--- config.mk ---
export PLATFORM = sky130hd
export DESIGN_NAME = axis_pixel_tx
export DESIGN_NICKNAME = d
export VERILOG_FILES = /design/src/rtl/axis_pixel_tx.sv
export SDC_FILE = /design/constraint.sdc
export NUM_CORES = 1
export LEC_CHECK = 0
export CORE_MARGIN = 5
export CORE_UTILIZATION = 56
export CTS_BUF_LIST = sky130_fd_sc_hd__clkbuf_8
export DETAILED_ROUTE_END_ITERATION = 16
export GPL_ROUTABILITY_DRIVEN = 1
export PLACE_DENSITY = 0.78
export SYNTH_ARGS = -nofsm -noshare
export SYNTH_HDL_FRONTEND = slang
export SYNTH_SLANG_ARGS = --single-unit
export TNS_END_PERCENT = 50
--- constraint.sdc ---
create_clock -name aclk -period 5.1 [get_ports aclk]
set_input_delay 1.275 -clock aclk [delete_from_list [all_inputs] [get_ports aclk]]
set_output_delay 1.275 -clock aclk [all_outputs]
set_load 0.005 [all_outputs]
--- src/rtl/axis_pixel_tx.sv ---
// Output stage of the raytracer coprocessor: buffers shaded pixels in a small FIFO
// and streams exactly one frame of them as an AXI4-Stream master.
module axis_pixel_tx #(
    parameter int DATA_WIDTH = 32,
    parameter int FRAME_W    = 32,
    parameter int FRAME_H    = 32,
    parameter int FIFO_DEPTH = 8
) (
    input  logic                  aclk,
    input  logic                  areset,
    input  logic                  frame_start,
    input  logic                  pix_valid,
    input  logic [DATA_WIDTH-1:0] pix_data,
    output logic                  pix_ready,
    output logic                  m_axis_tvalid,
    output logic [DATA_WIDTH-1:0] m_axis_tdata,
    output logic                  m_axis_tlast,
    input  logic                  m_axis_tready,
    output logic                  busy,
    output logic                  frame_done
);

    localparam int N     = FRAME_W * FRAME_H;
    localparam int CNT_W = $clog2(N + 1);
    localparam int PTR_W = $clog2(FIFO_DEPTH);
    localparam int OCC_W = $clog2(FIFO_DEPTH + 1);

    localparam logic [CNT_W-1:0] FRAME_N  = CNT_W'(N);
    localparam logic [CNT_W-1:0] LAST_IDX = CNT_W'(N - 1);
    localparam logic [OCC_W-1:0] FULL_OCC = OCC_W'(FIFO_DEPTH);

    typedef enum logic [1:0] {
        IDLE,
        STREAM,
        DONE
    } state_t;

    state_t state, state_nxt;

    logic [CNT_W-1:0]      in_cnt, out_cnt, ld_cnt;
    logic [DATA_WIDTH-1:0] mem_p0 [FIFO_DEPTH];
    logic [PTR_W-1:0]      wr_ptr, rd_ptr;
    logic [OCC_W-1:0]      occ;
    logic                  fifo_full, fifo_empty;
    logic                  start, push, pop, beat;

    logic                  vld_p1;
    logic [DATA_WIDTH-1:0] data_p1;
    logic                  last_p1;

    assign fifo_full  = (occ == FULL_OCC);
    assign fifo_empty = (occ == '0);
    assign push       = pix_valid && pix_ready;
    assign beat       = vld_p1 && m_axis_tready;
    // The output register refills whenever it is empty or its beat is leaving.
    assign pop        = !fifo_empty && (!vld_p1 || beat);

    always_ff @(posedge aclk or posedge areset) begin
        if (areset) begin
            state <= IDLE;
        end else begin
            state <= state_nxt;
        end
    end

    always_comb begin
        state_nxt  = state;
        start      = 1'b0;
        pix_ready  = 1'b0;
        frame_done = 1'b0;
        busy       = (state != IDLE);
        case (state)
            IDLE: begin
                if (frame_start) begin
                    state_nxt = STREAM;
                    start     = 1'b1;
                end
            end
            STREAM: begin
                pix_ready = !fifo_full && (in_cnt < FRAME_N);
                if (beat && (out_cnt == LAST_IDX)) begin
                    state_nxt = DONE;
                end
            end
            DONE: begin
                frame_done = 1'b1;
                state_nxt  = IDLE;
            end
            default: state_nxt = IDLE;
        endcase
    end

    // in_cnt counts accepted pixels, ld_cnt loads into the output register,
    // out_cnt handshaken beats; all restart together at frame start.
    always_ff @(posedge aclk or posedge areset) begin
        if (areset) begin
            in_cnt  <= '0;
            out_cnt <= '0;
            ld_cnt  <= '0;
        end else if (start) begin
            in_cnt  <= '0;
            out_cnt <= '0;
            ld_cnt  <= '0;
        end else begin
            if (push) in_cnt  <= in_cnt + CNT_W'(1);
            if (beat) out_cnt <= out_cnt + CNT_W'(1);
            if (pop)  ld_cnt  <= ld_cnt + CNT_W'(1);
        end
    end

    // Stage p0: FIFO storage
    always_ff @(posedge aclk or posedge areset) begin
        if (areset) begin
            wr_ptr <= '0;
            rd_ptr <= '0;
            occ    <= '0;
        end else begin
            if (push) wr_ptr <= wr_ptr + PTR_W'(1);
            if (pop)  rd_ptr <= rd_ptr + PTR_W'(1);
            case ({push, pop})
                2'b10:   occ <= occ + OCC_W'(1);
                2'b01:   occ <= occ - OCC_W'(1);
                default: ;
            endcase
        end
    end

    always_ff @(posedge aclk) begin
        if (push) begin
            mem_p0[wr_ptr] <= pix_data;
        end
    end

    // Stage p1: AXIS output register
    always_ff @(posedge aclk or posedge areset) begin
        if (areset) begin
            vld_p1  <= 1'b0;
            data_p1 <= '0;
            last_p1 <= 1'b0;
        end else if (pop) begin
            vld_p1  <= 1'b1;
            data_p1 <= mem_p0[rd_ptr];
            last_p1 <= (ld_cnt == LAST_IDX);
        end else if (beat) begin
            vld_p1  <= 1'b0;
            last_p1 <= 1'b0;
        end
    end

    assign m_axis_tvalid = vld_p1;
    assign m_axis_tdata  = data_p1;
    assign m_axis_tlast  = last_p1;

endmodule
==> results of run 1 <==
## critical path: stages
cell and delay (ps):
clkdlybuf4s50_1 490, or2b_4 340, nand2_8 340, inv_1 220
ha_1 320, xor2_1 170, ha_1 190, a21oi_1 160
xor2_1 190, nor2_1 70, xor2_1 140
## flip-flops by register name, indices dropped and copies added (netlist names)
name	cells
in_cnt	11
ld_cnt	11
m_axis_tlast	1
m_axis_tdata	32
wr_ptr	3
state	2
m_axis_tvalid	1
occ	4
mem_p0	256
out_cnt	11
rd_ptr	3
## cells in the final DEF, fill, tap and decap left out, types with 12 or more instances in the layout
master,synthesis,final
dfrtp_1,79,76
xnor2_1,16,16
clkbuf_8,0,54
o21ai_0,35,35
nand2_1,64,64
xor2_1,13,13
buf_4,7,12
nor2_1,25,24
mux2i_1,34,34
mux4_2,64,64
clkdlybuf4s50_1,0,73
edfxtp_1,256,256
inv_1,6,23
## layer usage
layer	wire, µm	share of wire, %	global-route usage (%)	up-vias
met3	1120	4.6	3.56	26
met5	0	0	0	-
met1	10300	42	25.5	3487
met4	276	1.1	4.69	0
li1	-	-	-	3038
met2	12600	52	32.6	163
## kinds of logic after synthesis
family,after synthesis,synth area share [%]
AND/OR/NAND/NOR,155,6.13
flip-flops,335,73.4
multiplexers,99,13.6
buffers and inverters,39,1.77
AO/OA/AOI/OAI,55,2.37
XOR/XNOR,29,1.93
adder cells (fa/ha/maj),8,0.760
## through the flow
step | TNS, ps | instances | setup slack [ps] | hold slack [ps] | area [µm²]
after floorplan | -11650 | 720 | -364 | 444 | 13200
after global placement | 0 | 1093 | 1100 | 464 | 14300
after detailed placement | 0 | 1093 | 1020 | 471 | 14300
after CTS | 0 | 1186 | 1590 | 486 | 15200
after global routing | 0 | 1186 | 1460 | 514 | 15200
final | 0 | 1186 | 1580 | 485 | 15200
## layout make-up
type                       instances  area, µm²
sequential                       335       9670
clock inverter                    39        218
multi-input combinational        346       3330
timing repair buffer              87        861
inverter                           6       23.8
tap                              319        399
fill                            1544       8090
clock buffer                      54        743
## where the power goes
part,switching [mW],internal [mW]
Combinational,0.0455,0.0282
Clock,0.969,1.08
Sequential,0.00262,2.94
## worst max-delay path by stage
| stage | cells after the start | end |
|---|---|---|
| floorplan | 5 | mem_p0[0][0]$_DFFE_PP_ |
| global placement | 6 | mem_p0[4][15]$_DFFE_PP_ |
| detailed placement | 11 | occ[2]$_DFFE_PP0P_ |
| CTS | 6 | mem_p0[4][30]$_DFFE_PP_ |
| global route | 11 | occ[2]$_DFFE_PP0P_ |
| finish | 11 | occ[2]$_DFFE_PP0P_ |
==> metrics.cfg, run 1 <==
[setup_path]
r2r-start = occ[1]$_DFFE_PP0P_
worstPathRequired_ps = 5510
critical_path_class = in2reg
rrSetupSlack_ps = 1850
end_kind = flop
r2r_cells = 10
crit_fanout = 71
critPathLaunch = m_axis_tready
start_kind = primary input
worstPathArrival_ps = 3930
reg2reg_to = occ[2]$_DFFE_PP0P_

[power_and_ir_drop]
power_mw = 5.07
p_leak_nw = 5.19
ir_worst_vdd_v = 0.000192
power.density_nw_per_um2 = 333

[final_layout]
fin_util_pct = 65.3
final_nets = 872
drive_gt1_share_pct = 19.3
syn_to_final_growth_pct = 15.8
diodes = 0

[synthesis]
synth_common_cells = edfxtp_1 (256), dfrtp_1 (79), mux4_2 (64), nand2_1 (64), o21ai_0 (35)
synthCells = 720
ys.flop_type = edfxtp_1
synth-seq-area-share_pct = 73.4
async_flop_share_pct = 23.6
yosys.area.top_type_share_pct = 58.4
synth_edf_count = 256
ys_ff_latch = 335
ys_types = 50
syn-num-nets = 765
synth_top_cell_by_area = edfxtp_1
synth.most_common_cell = edfxtp_1
synth.area.top_cells = edfxtp_1 (58%), dfrtp_1 (15%), mux4_2 (11%), mux2i_1 (2.6%), nand2_1 (1.8%)
yosysWarnings = 0
netlist_area_um2 = 13200
synth_area_per_cell_um2 = 18.3

[routing]
route.detailed.drc = 0
wirelength_um = 24300
drt-initial-drc-count = 583
dr.pass1.iters = 5
via_per_inst = 5.66
wl_per_cell_um = 20.5
vias = 6714
postRouteAntennaNets = 0

[timing]
rsz0062_at_grt = false
skew_ps = 20.3
report.final.slew_viol_count = 0
hold_viol = 0
finalCriticalPeriod_ps = 3520
finalSetupViolations = 0
worstMarginPinSlew_ps = 1080
period_share_pct = 68.9
clock.fmax_mhz = 284
slew_headroom_pct = 27.8

[die]
core_um2 = 23300
placementRows = 56
fp.dieW_um = 163
ios = 74
dieArea_um2 = 26700
initial_core_util_pct = 56.4
die_y_um = 163

[hold_path]
whs_endpoint = m_axis_tdata[22]$_DFFE_PP0P_
min-delay-path-class = reg2reg
hp-start = m_axis_tdata[22]$_DFFE_PP0P_
holdPathStages = 2

[grt]
grt_pass1_vias = 7241
grt_use_total_pct = 19.0
grt_overflow = 0
antenna_found_initial = 0
grt_pass1_wl_um = 39400
grt_max_degree = 72

[cts]
clock_tree.root_cell = clkbuf_8
cts.htree.levels = 2
clk_pin_slew_worst_paths_ps = 60
cts_tree = built
post_cts_buffers = 0
cts_resized = 0
clkLatencyLatePin_ps = 560
numCtsBuffers = 51
cts.sinks = 335
holdBufCountCts = 0
cts_buffer_depth = 3

[placed_design]
io_buffers = 73
place_congestion = 0.747
hpwl_um = 14500

[job]
max-cap-violations = 0

[status]
outcome = complete, no violations

No activity file was read; power rests on OpenSTA's default activity.
==> inputs of run 2 (changes only) <==
CORE_UTILIZATION = 60   (was 56)
PLACE_DENSITY = 0.8   (was 0.78)
clock period = 3.3 ns   (was 5.1 ns; I/O delays follow)
==> metrics.cfg, run 2 (synthesis results as in run 1) <==
[status]
outcome = complete, no violations

[grt]
grt_overflow = 0  ; unchanged
grt_pass1_vias = 7420  ; +2.5%
grt_use_total_pct = 21.0  ; +2.0 points
antenna_found_initial = 0  ; unchanged
grt_pass1_wl_um = 40200  ; +2.0%
grt_max_degree = 71  ; -1.4%

[die]
ios = 74  ; unchanged
dieArea_um2 = 25000  ; -6.3%
die_y_um = 158  ; -3.2%
initial_core_util_pct = 60.7  ; +4.3 points
placementRows = 54  ; -3.6%
fp.dieW_um = 158  ; -3.2%
core_um2 = 21700  ; -7.0%

[setup_path]
worstPathRequired_ps = 2470  ; -3040 ps
reg2reg_to = occ[2]$_DFFE_PP0P_
end_kind = primary output
crit_fanout = 10  ; -86%
start_kind = flop
r2r-start = occ[1]$_DFFE_PP0P_
rrSetupSlack_ps = 480  ; -1370 ps
critical_path_class = reg2out
r2r_cells = 10  ; unchanged
worstPathArrival_ps = 2070  ; -1860 ps

[cts]
cts_resized = 0  ; unchanged
clk_pin_slew_worst_paths_ps = 50  ; about the same
cts_tree = built
holdBufCountCts = 0  ; unchanged
post_cts_buffers = 0  ; unchanged
clkLatencyLatePin_ps = 560  ; about the same
clock_tree.root_cell = clkbuf_8
cts.htree.levels = 2  ; unchanged
numCtsBuffers = 52  ; +2.0%
cts_buffer_depth = 3  ; unchanged
cts.sinks = 335  ; unchanged

[routing]
wirelength_um = 25000  ; +3.0%
wl_per_cell_um = 21.7  ; +5.8%
via_per_inst = 5.91  ; +4.4%
drt-initial-drc-count = 516  ; -11%
vias = 6829  ; +1.7%
route.detailed.drc = 0  ; unchanged
dr.pass1.iters = 4  ; -1
postRouteAntennaNets = 0  ; unchanged

[final_layout]
final_common_cell = edfxtp_1
final_nets = 877  ; +0.57%
n_fill_cell = 1300  ; -16%
fin_util_pct = 71.2  ; +5.9 points
syn_to_final_growth_pct = 17.3
largest_register_ffs = 256  ; unchanged
largest_register = mem_p0
mostFrequentLayoutCells = edfxtp_1 (256), dfrtp_1 (76), clkdlybuf4s50_1 (73)
drive_gt1_share_pct = 20.1  ; +0.85 points
diodes = 0  ; unchanged

[power_and_ir_drop]
p_leak_nw = 5.29  ; +1.9%
power.density_nw_per_um2 = 521  ; +57%
power_mw = 8.05  ; +59%
ir_worst_vdd_v = 0.000471  ; +140%

[hold_path]
hp-start = m_axis_tdata[29]$_DFFE_PP0P_
min-delay-path-class = reg2reg
whs_endpoint = m_axis_tdata[29]$_DFFE_PP0P_
holdPathStages = 2  ; unchanged

[placed_design]
hpwl_um = 14400  ; -0.42%
place_congestion = 0.836  ; +12%
pre_cts_ws_ps = 86.7  ; -934 ps
io_buffers = 73  ; unchanged

[timing]
finalSetupViolations = 0  ; unchanged
hold_viol = 0  ; unchanged
clock.fmax_mhz = 346
fin_setup_tns_ps = 0  ; unchanged
worstMarginPinSlew_ps = 803  ; -280 ps
report.final.slew_viol_count = 0  ; unchanged
skew_ps = 23.0  ; +2.74 ps
period_share_pct = 87.7
layout_setup_ws_ps = 406  ; -1180 ps
whs_ps = 481  ; -4.20 ps
rsz0062_at_grt = false
finalCriticalPeriod_ps = 2890
slew_headroom_pct = 46.5  ; +19 points

[job]
max-cap-violations = 0  ; unchanged

==> run 2: per-layer routing <==
metal / GRT usage [%] / up-vias / part of all wire [%]
met5: 0 / - / 0
met4: 5.36 / 0 / 2.0
met3: 4.29 / 45 / 6.4
met2: 36.5 / 227 / 52
met1: 27.6 / 3504 / 39
li1: - / 3053 / -
==> run 2: worst max-delay path by stage <==
stage | slack (ps) | from | cells past startpoint | to
after floorplan | -910 | pix_valid | 4 | mem_p0[3][0]$_DFFE_PP_
after global placement | 230 | m_axis_tready | 11 | occ[2]$_DFFE_PP0P_
after detailed placement | 90 | m_axis_tready | 11 | occ[2]$_DFFE_PP0P_
after CTS | 390 | occ[1]$_DFFE_PP0P_ | 3 | pix_ready
after global routing | 280 | occ[1]$_DFFE_PP0P_ | 10 | occ[2]$_DFFE_PP0P_
final | 410 | occ[1]$_DFFE_PP0P_ | 3 | pix_ready
==> run 2: layout make-up <==
cell class,instances,area (µm²),area share (%)
Tap cell,280,350,2.27
Clock inverter,35,198,1.28
Timing Repair Buffer,91,1000,6.50
Inverter,6,23.8,0.154
Sequential cell,335,9670,62.6
Clock buffer,62,853,5.53
Multi-Input combinational cell,346,3340,21.7
==> run 2: power breakdown <==
| part | total [mW] | internal, mW | switching (mW) | leakage (nW) |
|---|---|---|---|---|
| Clock | 3.38 | 1.86 | 1.52 | 0.616 |
| Combinational | 0.112 | 0.0444 | 0.0676 | 1.30 |
| Sequential | 4.55 | 4.55 | 0.00401 | 3.37 |
==> run 2: worst max-delay path, cell delays in order (launching register included) <==
cell and delay [ps]:
dfrtp_1 500, nor4b_4 460, nor3_1 100, clkdlybuf4s50_1 460
==> run 2: stage by stage <==
step / instance area (µm²) / cells
6_report: 15400 / 1155
5_1_grt: 15400 / 1155
4_1_cts: 15400 / 1155
3_5_place_dp: 14400 / 1058
3_3_place_gp: 14400 / 1058
2_1_floorplan: 13200 / 720
